--- src/rtl/cam_if.sv ---
// Request/response bundle for cam_pipe. With CAM_TERNARY_EN defined the
// request also carries a per-bit care mask.
interface cam_if #(
  parameter int KEY_WIDTH  = 32,
  parameter int ADDR_WIDTH = 4
);
  logic                  req_valid;
  logic                  req_ready;
  logic [1:0]            req_op;
  logic [KEY_WIDTH-1:0]  req_key;
`ifdef CAM_TERNARY_EN
  logic [KEY_WIDTH-1:0]  req_mask;
`endif
  logic                  resp_valid;
  logic                  resp_ready;
  logic                  resp_hit;
  logic [ADDR_WIDTH-1:0] resp_addr;
  logic [1:0]            resp_status;
  logic [ADDR_WIDTH:0]   count;
  logic                  full;

`ifdef CAM_TERNARY_EN
  modport master (
    output req_valid, req_op, req_key, req_mask, resp_ready,
    input  req_ready, resp_valid, resp_hit, resp_addr, resp_status, count, full
  );
  modport slave (
    input  req_valid, req_op, req_key, req_mask, resp_ready,
    output req_ready, resp_valid, resp_hit, resp_addr, resp_status, count, full
  );
`else
  modport master (
    output req_valid, req_op, req_key, resp_ready,
    input  req_ready, resp_valid, resp_hit, resp_addr, resp_status, count, full
  );
  modport slave (
    input  req_valid, req_op, req_key, resp_ready,
    output req_ready, resp_valid, resp_hit, resp_addr, resp_status, count, full
  );
`endif
endinterface

--- src/rtl/cam_pipe.sv ---
// Two-stage pipelined CAM: S1 compares and updates the table, S2 priority-encodes
// into the response register. Optional ternary matching via CAM_TERNARY_EN.
module cam_pipe #(
  parameter int KEY_WIDTH  = 32,
  parameter int KEY_DEPTH  = 16,
  parameter int ADDR_WIDTH = $clog2(KEY_DEPTH)
) (
  input logic  clk,
  input logic  rst,
  cam_if.slave bus
);
  typedef enum logic [1:0] {
    OP_SEARCH = 2'b00,
    OP_INSERT = 2'b01,
    OP_DELETE = 2'b10,
    OP_FLUSH  = 2'b11
  } op_t;

  localparam logic [1:0]          ST_OK     = 2'b00;
  localparam logic [1:0]          ST_DUP    = 2'b01;
  localparam logic [1:0]          ST_FULL   = 2'b10;
  localparam logic [ADDR_WIDTH:0] DEPTH_CNT = (ADDR_WIDTH+1)'(KEY_DEPTH);

  logic [KEY_DEPTH-1:0]  valid_reg;
  logic [KEY_DEPTH-1:0]  valid_next;
  logic [KEY_WIDTH-1:0]  key_reg [KEY_DEPTH];
`ifdef CAM_TERNARY_EN
  logic [KEY_WIDTH-1:0]  mask_reg [KEY_DEPTH];
  logic [KEY_WIDTH-1:0]  s1_mask_reg;
`endif
  logic [ADDR_WIDTH:0]   count_reg;
  logic [ADDR_WIDTH:0]   count_next;

  logic                  s1_valid_reg;
  op_t                   s1_op_reg;
  logic [KEY_WIDTH-1:0]  s1_key_reg;

  logic                  s2_valid_reg;
  op_t                   s2_op_reg;
  logic [KEY_DEPTH-1:0]  s2_match_reg;
  logic [ADDR_WIDTH-1:0] s2_free_reg;
  logic                  s2_full_reg;

  logic                  resp_valid_reg;
  logic                  resp_hit_reg;
  logic [ADDR_WIDTH-1:0] resp_addr_reg;
  logic [1:0]            resp_status_reg;

  logic                  stall;
  logic                  advance;
  logic                  s1_fire;
  logic [KEY_DEPTH-1:0]  cmp_match;
  logic [KEY_DEPTH-1:0]  dup_match;
  logic [KEY_DEPTH-1:0]  s1_match;
  logic [KEY_DEPTH-1:0]  write_en;
  logic [ADDR_WIDTH-1:0] free_idx;
  logic                  table_full;
  logic                  do_insert;

  logic                  s2_hit;
  logic [ADDR_WIDTH-1:0] s2_low_idx;
  logic                  resp_hit_next;
  logic [ADDR_WIDTH-1:0] resp_addr_next;
  logic [1:0]            resp_status_next;

  assign stall         = resp_valid_reg & ~bus.resp_ready;
  assign advance       = ~stall;
  assign s1_fire       = advance & s1_valid_reg;
  assign bus.req_ready = advance;

  // Search/delete use the stored mask; INSERT duplicates need identical key-on-mask and mask.
  for (genvar gi = 0; gi < KEY_DEPTH; gi++) begin : g_entry
`ifdef CAM_TERNARY_EN
    assign cmp_match[gi] = valid_reg[gi] &&
                           (((key_reg[gi] ^ s1_key_reg) & mask_reg[gi]) == '0);
    assign dup_match[gi] = valid_reg[gi] && (mask_reg[gi] == s1_mask_reg) &&
                           (((key_reg[gi] ^ s1_key_reg) & s1_mask_reg) == '0);
`else
    assign cmp_match[gi] = valid_reg[gi] && (key_reg[gi] == s1_key_reg);
    assign dup_match[gi] = cmp_match[gi];
`endif
    assign write_en[gi] = do_insert && (free_idx == ADDR_WIDTH'(gi));
  end

  always_comb begin
    free_idx = '0;
    for (int i = KEY_DEPTH - 1; i >= 0; i--) begin
      if (!valid_reg[i]) free_idx = ADDR_WIDTH'(i);
    end
  end

  assign table_full = &valid_reg;
  assign do_insert  = s1_fire && (s1_op_reg == OP_INSERT) && !(|dup_match) && !table_full;

  always_comb begin
    s1_match   = cmp_match;
    valid_next = valid_reg;
    case (s1_op_reg)
      OP_INSERT: s1_match = dup_match;
      OP_FLUSH:  s1_match = '0;
      default:   s1_match = cmp_match;
    endcase
    if (s1_fire) begin
      case (s1_op_reg)
        OP_INSERT: valid_next = valid_reg | write_en;
        OP_DELETE: valid_next = valid_reg & ~cmp_match;
        OP_FLUSH:  valid_next = '0;
        default:   valid_next = valid_reg;
      endcase
    end
  end

  // Count is a popcount of the next valid vector, so it lands on the write edge.
  always_comb begin
    count_next = '0;
    for (int i = 0; i < KEY_DEPTH; i++) begin
      count_next = count_next + (ADDR_WIDTH+1)'(valid_next[i]);
    end
  end

  always_ff @(posedge clk or posedge rst) begin
    if (rst) begin
      valid_reg <= '0;
      count_reg <= '0;
      for (int i = 0; i < KEY_DEPTH; i++) begin
        key_reg[i] <= '0;
`ifdef CAM_TERNARY_EN
        mask_reg[i] <= '0;
`endif
      end
    end else begin
      valid_reg <= valid_next;
      count_reg <= count_next;
      for (int i = 0; i < KEY_DEPTH; i++) begin
        if (write_en[i]) begin
          key_reg[i] <= s1_key_reg;
`ifdef CAM_TERNARY_EN
          mask_reg[i] <= s1_mask_reg;
`endif
        end
      end
    end
  end

  always_comb begin
    s2_hit     = |s2_match_reg;
    s2_low_idx = '0;
    for (int i = KEY_DEPTH - 1; i >= 0; i--) begin
      if (s2_match_reg[i]) s2_low_idx = ADDR_WIDTH'(i);
    end
  end

  always_comb begin
    resp_hit_next    = s2_hit;
    resp_addr_next   = s2_low_idx;
    resp_status_next = ST_OK;
    case (s2_op_reg)
      OP_INSERT: begin
        if (s2_hit) begin
          resp_status_next = ST_DUP;
        end else if (s2_full_reg) begin
          resp_addr_next   = '0;
          resp_status_next = ST_FULL;
        end else begin
          resp_addr_next = s2_free_reg;
        end
      end
      OP_FLUSH: begin
        resp_hit_next  = 1'b0;
        resp_addr_next = '0;
      end
      default: ;
    endcase
  end

  always_ff @(posedge clk or posedge rst) begin
    if (rst) begin
      s1_valid_reg    <= 1'b0;
      s1_op_reg       <= OP_SEARCH;
      s1_key_reg      <= '0;
`ifdef CAM_TERNARY_EN
      s1_mask_reg     <= '0;
`endif
      s2_valid_reg    <= 1'b0;
      s2_op_reg       <= OP_SEARCH;
      s2_match_reg    <= '0;
      s2_free_reg     <= '0;
      s2_full_reg     <= 1'b0;
      resp_valid_reg  <= 1'b0;
      resp_hit_reg    <= 1'b0;
      resp_addr_reg   <= '0;
      resp_status_reg <= ST_OK;
    end else if (advance) begin
      s1_valid_reg    <= bus.req_valid;
      s1_op_reg       <= op_t'(bus.req_op);
      s1_key_reg      <= bus.req_key;
`ifdef CAM_TERNARY_EN
      s1_mask_reg     <= bus.req_mask;
`endif
      s2_valid_reg    <= s1_valid_reg;
      s2_op_reg       <= s1_op_reg;
      s2_match_reg    <= s1_match;
      s2_free_reg     <= free_idx;
      s2_full_reg     <= table_full;
      resp_valid_reg  <= s2_valid_reg;
      if (s2_valid_reg) begin
        resp_hit_reg    <= resp_hit_next;
        resp_addr_reg   <= resp_addr_next;
        resp_status_reg <= resp_status_next;
      end
    end
  end

  assign bus.resp_valid  = resp_valid_reg;
  assign bus.resp_hit    = resp_hit_reg;
  assign bus.resp_addr   = resp_addr_reg;
  assign bus.resp_status = resp_status_reg;
  assign bus.count       = count_reg;
  assign bus.full        = (count_reg == DEPTH_CNT);
endmodule

--- src/flat_wrapper.sv ---
// flat-port wrapper written by rule: the top's interface ports become plain ports
module cam_pipe_flat 
#(
  parameter int KEY_WIDTH  = 32,
  parameter int KEY_DEPTH  = 16,
  parameter int ADDR_WIDTH = $clog2(KEY_DEPTH)
)
  (clk, rst, bus_req_valid, bus_req_op, bus_req_key, bus_resp_ready, bus_req_ready, bus_resp_valid, bus_resp_hit, bus_resp_addr, bus_resp_status, bus_count, bus_full);
  cam_if #(.KEY_WIDTH(KEY_WIDTH), .ADDR_WIDTH(ADDR_WIDTH)) bus_i ();
  input logic clk;
  input logic rst;
  input wire logic [$bits(bus_i.req_valid)-1:0] bus_req_valid;
  input wire logic [$bits(bus_i.req_op)-1:0] bus_req_op;
  input wire logic [$bits(bus_i.req_key)-1:0] bus_req_key;
  input wire logic [$bits(bus_i.resp_ready)-1:0] bus_resp_ready;
  output wire logic [$bits(bus_i.req_ready)-1:0] bus_req_ready;
  output wire logic [$bits(bus_i.resp_valid)-1:0] bus_resp_valid;
  output wire logic [$bits(bus_i.resp_hit)-1:0] bus_resp_hit;
  output wire logic [$bits(bus_i.resp_addr)-1:0] bus_resp_addr;
  output wire logic [$bits(bus_i.resp_status)-1:0] bus_resp_status;
  output wire logic [$bits(bus_i.count)-1:0] bus_count;
  output wire logic [$bits(bus_i.full)-1:0] bus_full;
  assign bus_i.req_valid = bus_req_valid;
  assign bus_i.req_op = bus_req_op;
  assign bus_i.req_key = bus_req_key;
  assign bus_i.resp_ready = bus_resp_ready;
  assign bus_req_ready = bus_i.req_ready;
  assign bus_resp_valid = bus_i.resp_valid;
  assign bus_resp_hit = bus_i.resp_hit;
  assign bus_resp_addr = bus_i.resp_addr;
  assign bus_resp_status = bus_i.resp_status;
  assign bus_count = bus_i.count;
  assign bus_full = bus_i.full;
  cam_pipe #(.KEY_WIDTH(KEY_WIDTH), .KEY_DEPTH(KEY_DEPTH), .ADDR_WIDTH(ADDR_WIDTH)) u_core (.clk(clk), .rst(rst), .bus(bus_i));
endmodule
--- config.mk ---
export PLATFORM = sky130hd
export DESIGN_NAME = cam_pipe_flat
export DESIGN_NICKNAME = d
export VERILOG_FILES = /design/src/rtl/cam_if.sv /design/src/rtl/cam_pipe.sv /design/src/flat_wrapper.sv
export SDC_FILE = /design/constraint.sdc
export NUM_CORES = 1
export LEC_CHECK = 0
export BUFFER_PORTS_ARGS = -buffer_cell sky130_fd_sc_hd__buf_2
export CAP_MARGIN = 15
export CORE_ASPECT_RATIO = 0.9
export CORE_UTILIZATION = 55
export DETAILED_ROUTE_END_ITERATION = 10
export GPL_TIMING_DRIVEN = 0
export HOLD_SLACK_MARGIN = 0.12
export PLACE_DENSITY = 0.74
export SLEW_MARGIN = 5
export SYNTH_ARGS = -nofsm -noshare
export SYNTH_HDL_FRONTEND = slang
export SYNTH_SLANG_ARGS = --single-unit
--- constraint.sdc ---
create_clock -name clk -period 21.1 [get_ports clk]
set_clock_uncertainty 0.15 [all_clocks]
set_input_delay 5.275 -clock clk [delete_from_list [all_inputs] [get_ports clk]]
set_output_delay 5.275 -clock clk [all_outputs]
set_load 0.005 [all_outputs]
[After elaboration in Yosys (flattened, before gate mapping)]
Index checks and enable logic that the tools add are counted.
Word-level totals
  flip-flop bits (word level): 600
  input port bits: 38
  output and inout port bits: 15
  logic and storage cells: 173
Cells by class
  add/subtract/negate cells: 15
  eq/ne operators: 37
  mux-type cells: 42
  bitwise operators: 7
  reductions and logical operators: 42
Operators with widths (number)
  32-bit == test: 16
  4-bit two-way mux: 34
  5-bit by 1-bit adder with 5-bit output: 14
  16-bit case mux with 3 select lines: 1
  1-bit logical AND: 35
  4-bit == test (second input constant): 8
  16-bit two-way mux: 2
  16-bit OR reduction: 2
  16-bit AND: 1
  4-bit by 3-bit == test with 1-bit output (second input constant): 4
  16-bit NOT: 1
  16-bit bitwise OR: 1
  16-bit AND reduction: 1
  4-bit by 2-bit == test with 1-bit output (second input constant): 2
  4-bit case mux with 2 select lines: 1
  2-bit == test (second input constant): 3
  2-bit two-way mux: 3
  5-bit == test (second input constant): 1
  2-bit by 1-bit == test with 1-bit output (second input constant): 2
  4-bit by 1-bit == test with 1-bit output (second input constant): 1
  4-bit zero test: 1
  1-bit by 1-bit adder with 2-bit output: 1
  1-bit AND: 2
  1-bit zero test: 2
  3 further kinds: 4

[Logic depth before layout (Yosys ltp)]
  depth in word-level cells: 36
  mapped depth: 26
  depth with buffers taken out: 21

[Worst setup path before layout]
No wires, ideal clock.
  path type: input-to-output
  from: input port bus_resp_ready
  to: output port bus_req_ready
  data arrival time: 5.924 ns
  required time: 15.675 ns
  path slack: 9.751 ns
  stages on the path: 4
  path through: nor2b_1 -> clkbuf_1 -> clkinv_1 -> clkbuf_1
Between the ends
  longest elaborated chain between the ends: 3
RTL lines
  start: declaration: line flat_wrapper.sv:15  | input wire logic [$bits(bus_i.resp_ready)-1:0] bus_resp_ready;
  1-bit NOT: line cam_pipe.sv:66  | assign stall = resp_valid_reg & ~bus.resp_ready;
  1-bit AND: line cam_pipe.sv:66
  1-bit NOT: line cam_pipe.sv:67  | assign advance = ~stall;
  end: declaration: line flat_wrapper.sv:16  | output wire logic [$bits(bus_i.req_ready)-1:0] bus_req_ready;
No other way between the ends.

[Worst setup path after layout]
Ends and elaborated chain as after synthesis.

==> impl_summary.log <==
[metrics] run status: completed
[metrics] max-cap violations: 0
[metrics] Seq pwr share: 38.1%
[metrics] cells along the critical path: buf_2, nor2b_1, clkbuf_1, clkinv_1, clkbuf_1, buf_2
[metrics] total gr overflow: 0
[metrics] insertion delay of the later-clocked pin in the worst-skew pair: 670 ps
[metrics] count of flip-flops with a built-in enable after synthesis: 0
[metrics] WHS: 334 ps
[metrics] Root Buffer Master: sky130_fd_sc_hd__clkbuf_16
[metrics] combinational cell fraction of total power: 27.2%
[metrics] post-layout worst setup margin: 8810 ps
[metrics] gp weighted congestion: 0.945
[metrics] power per cell area: 98.7 mW/mm²
[metrics] clock tree from TritonCTS: built
[metrics] Crit. End Element: primary output
[metrics] via density per instance: 6.17
[metrics] detailed-router iteration count before antenna repair: 5
[metrics] worst setup path category: in -> out
[metrics] post-synthesis area per instance: 12.4 µm²
[metrics] DRT antenna net count: 0
[metrics] maximum number of pins on one net before global-route repair: 43
[metrics] peak fanout along the critical path: 10
[metrics] layout net count: 2565
[metrics] Post-Synthesis Net Count: 2433
[metrics] Startpoint Class: input port
[metrics] setup repair bufs after CTS: 0
[metrics] half-perimeter wire length of the detailed placement result: 68600 µm
[metrics] dpl ws: 8910 ps
[metrics] clock transition time at the flip-flop clock pins of the worst setup and hold paths: 60 ps
[metrics] Filler cells: 4092
[metrics] Finish-stage setup viols: 0
[metrics] highest achievable clock rate: 81.4 MHz
[metrics] Layout Utilization: 62.4%
[metrics] leading post-synthesis cells by instance count: sky130_fd_sc_hd__dfrtp_1, sky130_fd_sc_hd__mux2_2, sky130_fd_sc_hd__xnor2_1
[metrics] LEAKAGE: 15.3 nW
[metrics] dominant cell by count in the synthesized netlist: sky130_fd_sc_hd__dfrtp_1
[metrics] sum of routed wire length over all layers: 96200 µm
[metrics] largest area contributor in the netlist: sky130_fd_sc_hd__dfrtp_1
[metrics] number of buffers created by CTS: 61
[metrics] Register Area: 0.0150 mm²
[metrics] instance count after placement with tap cells included: 3146
[metrics] CP Data Arrival Time: 6860 ps
[metrics] Final Critical Period: 12290 ps
[metrics] Initial Utilization: 55.7%
[metrics] async set-reset flop share out of synthesis: 100%
[metrics] Clock power frac: 34.6%
[metrics] Longest Clk Path Bufs: 3
[metrics] cell-internal power: 2.14 mW
[metrics] Synth area leaders: sky130_fd_sc_hd__dfrtp_1, sky130_fd_sc_hd__mux2_2, sky130_fd_sc_hd__xnor2_1
[metrics] routed vias: 20093
[metrics] initial antenna violation count: 1
[metrics] Net Sw Power: 1.13 mW
[metrics] hold wc startpoint: u_core.s2_free_reg[1]$_DFFE_PP0N_
[metrics] synthesized flop and latch total: 600
[metrics] number of max-slew violations in the final report: 0
[metrics] PnR Total Power: 3.27 mW
[metrics] crit path launch: bus_resp_ready
[metrics] prevailing post-synth register cell: sky130_fd_sc_hd__dfrtp_1
[metrics] Hold-fix buffers, CTS: 0
[metrics] finished layout cell area: 0.0331 mm²
[metrics] Yosys warnings: 0
[metrics] DIE AREA: 0.0546 mm²
[metrics] Core Footprint: 0.0531 mm²
[metrics] Synth Cell Area: 0.0295 mm²
[metrics] unique cell type count in the Yosys netlist: 56
[metrics] total area of multi-input combinational cells: 0.0134 mm²
[metrics] total DRC errors in the routed layout: 0
[metrics] max incr delay on CP: 480 ps
[metrics] fraction of final layout cells sized beyond drive strength 1: 32.5%
[metrics] count of input and output buffers: 52
[metrics] area fraction of the dominant cell type after synthesis: 50.9%
[metrics] RSZ-0062 raised after global routing: no
[metrics] combined global-route utilization of all metal layers: 35.7%
[metrics] routed wire length per instance: 29.5 µm
[metrics] Sw Share: 34.5%
[metrics] portion of the post-synthesis area used by sequential elements: 50.9%
[metrics] count of H-tree levels built during CTS: 2
[metrics] initial detailed-routing violation count: 1983
[metrics] cell type of the slowest stage on the worst timing path: sky130_fd_sc_hd__clkbuf_1
[metrics] VDD IR max: 0.0722 mV
[metrics] pin slew with the least headroom to its limit: 1260 ps
[metrics] number of global-route vias before repair: 20420
[metrics] DIE WIDTH: 246 µm
[metrics] TritonCTS sink count: 600
[metrics] number of endpoints with negative hold slack in the final report: 0
[metrics] post-synthesis to final-layout area growth: 12.1%
[metrics] number of core rows: 80
[metrics] Layout Cells excl Fill: 3259
[metrics] total negative setup slack: 0 ps
[metrics] Min-Delay Path Class: reg -> reg
[metrics] die boundary height: 222 µm
[metrics] launch instance of the worst register-to-register path: u_core.s1_key_reg[20]$_DFFE_PP0N_
[metrics] final period utilization: 58.2%
[metrics] wire length of the first global-routing pass: 139000 µm
[metrics] critical path data required time: 15680 ps
[metrics] Post-DP Area: 0.0310 mm²
[metrics] count of mapped cells out of synthesis: 2380
[metrics] max FFs per register: 512
[metrics] count of instances resized after the clock tree is built: 0
[metrics] Slew HR: 15.6%
[metrics] number of primary I/O pins: 53
logic make-up (layout without fill, tap and decap cells):
kind of cell	count (synthesis)	in the layout	synth area share, %
AO/OA/AOI/OAI	91	91	1.82
other	0	2	0
adder cells (fa/ha/maj)	15	15	0.890
flip-flops	600	600	50.9
AND/OR/NAND/NOR	419	419	7.79
multiplexers	512	512	19.5
buffers and inverters	229	409	3.87
XOR/XNOR	514	514	15.2
layout make-up:
type / instances / area share, %
Sequential cell: 600 / 45.4
Multi-Input combinational cell: 1551 / 40.4
Clock buffer: 92 / 5.45
Buffer: 200 / 3.13
Tap cell: 697 / 2.63
Timing Repair Buffer: 69 / 1.81
Clock inverter: 19 / 0.869
Inverter: 29 / 0.340
Antenna cell: 2 / 0.0151
cell usage in the layout, fill, tap and decap left out, types with 5 or more instances in the layout:
master                      synthesis  final
sky130_fd_sc_hd__mux2_1            10     10
sky130_fd_sc_hd__nor2_1            17     17
sky130_fd_sc_hd__nor2b_1            5      5
sky130_fd_sc_hd__nand2b_1           8      8
sky130_fd_sc_hd__xor2_1            33     33
sky130_fd_sc_hd__ha_1               5      5
sky130_fd_sc_hd__buf_12             0     17
sky130_fd_sc_hd__mux2_2           502    502
sky130_fd_sc_hd__nand3_1           24     24
sky130_fd_sc_hd__clkinv_2           0      7
sky130_fd_sc_hd__clkbuf_1          48     63
sky130_fd_sc_hd__clkbuf_8           0     16
sky130_fd_sc_hd__clkbuf_16          0     61
sky130_fd_sc_hd__fa_1              10     10
sky130_fd_sc_hd__nand4_1          133    133
sky130_fd_sc_hd__and2_1             6      6
sky130_fd_sc_hd__xnor2_1          481    481
sky130_fd_sc_hd__o21ai_0           37     37
sky130_fd_sc_hd__dfrtp_1          600    600
sky130_fd_sc_hd__inv_1             28     27
sky130_fd_sc_hd__nor4_1            45     45
sky130_fd_sc_hd__buf_2            110    162
sky130_fd_sc_hd__bufinv_16          0      5
sky130_fd_sc_hd__a21oi_1           26     26
sky130_fd_sc_hd__buf_4             37     37
sky130_fd_sc_hd__nand2_1          156    156
worst max-delay path, delay by kind of cell:
family	cells	cell delay [ps]
buffers and inverters	5	1490
AND/OR/NAND/NOR	1	100
per-layer routing:
metal  track usage (%)  vias to the layer above  wire length (µm)
met1              47.6                    10477             38000
met5                 0                        -                 0
met3              7.37                      274              8300
met4              23.6                        0              7180
met2              52.9                      932             42700
li1                  -                     8410                 -
power groups by stage:
stage,combinational [mW],clock [mW],sequential (mW)
finish,0.890,1.13,1.25
global placement,0.842,0,1.27
detailed placement,0.862,0,1.27
CTS,0.868,1.13,1.24
global route,0.920,1.18,1.25
floorplan,0.522,0,1.26
path summary, 6_finish.rpt:
path	slack [ps]	cells past startpoint	endpoint
worst min register to register	330	2	u_core.s2_free_reg[1]$_DFFE_PP0N_
worst min-delay path	330	2	u_core.s2_free_reg[1]$_DFFE_PP0N_
worst max register to register	12890	26	u_core.bus.count[4]$_DFF_PP0_
worst max-delay path	8810	6	bus_req_ready
min in group asynchronous	4450	2	u_core.key_reg[336]$_DFFE_PP0P_
max in group asynchronous	14500	8	u_core.key_reg[52]$_DFFE_PP0P_
No activity file was read; power rests on OpenSTA's default activity.
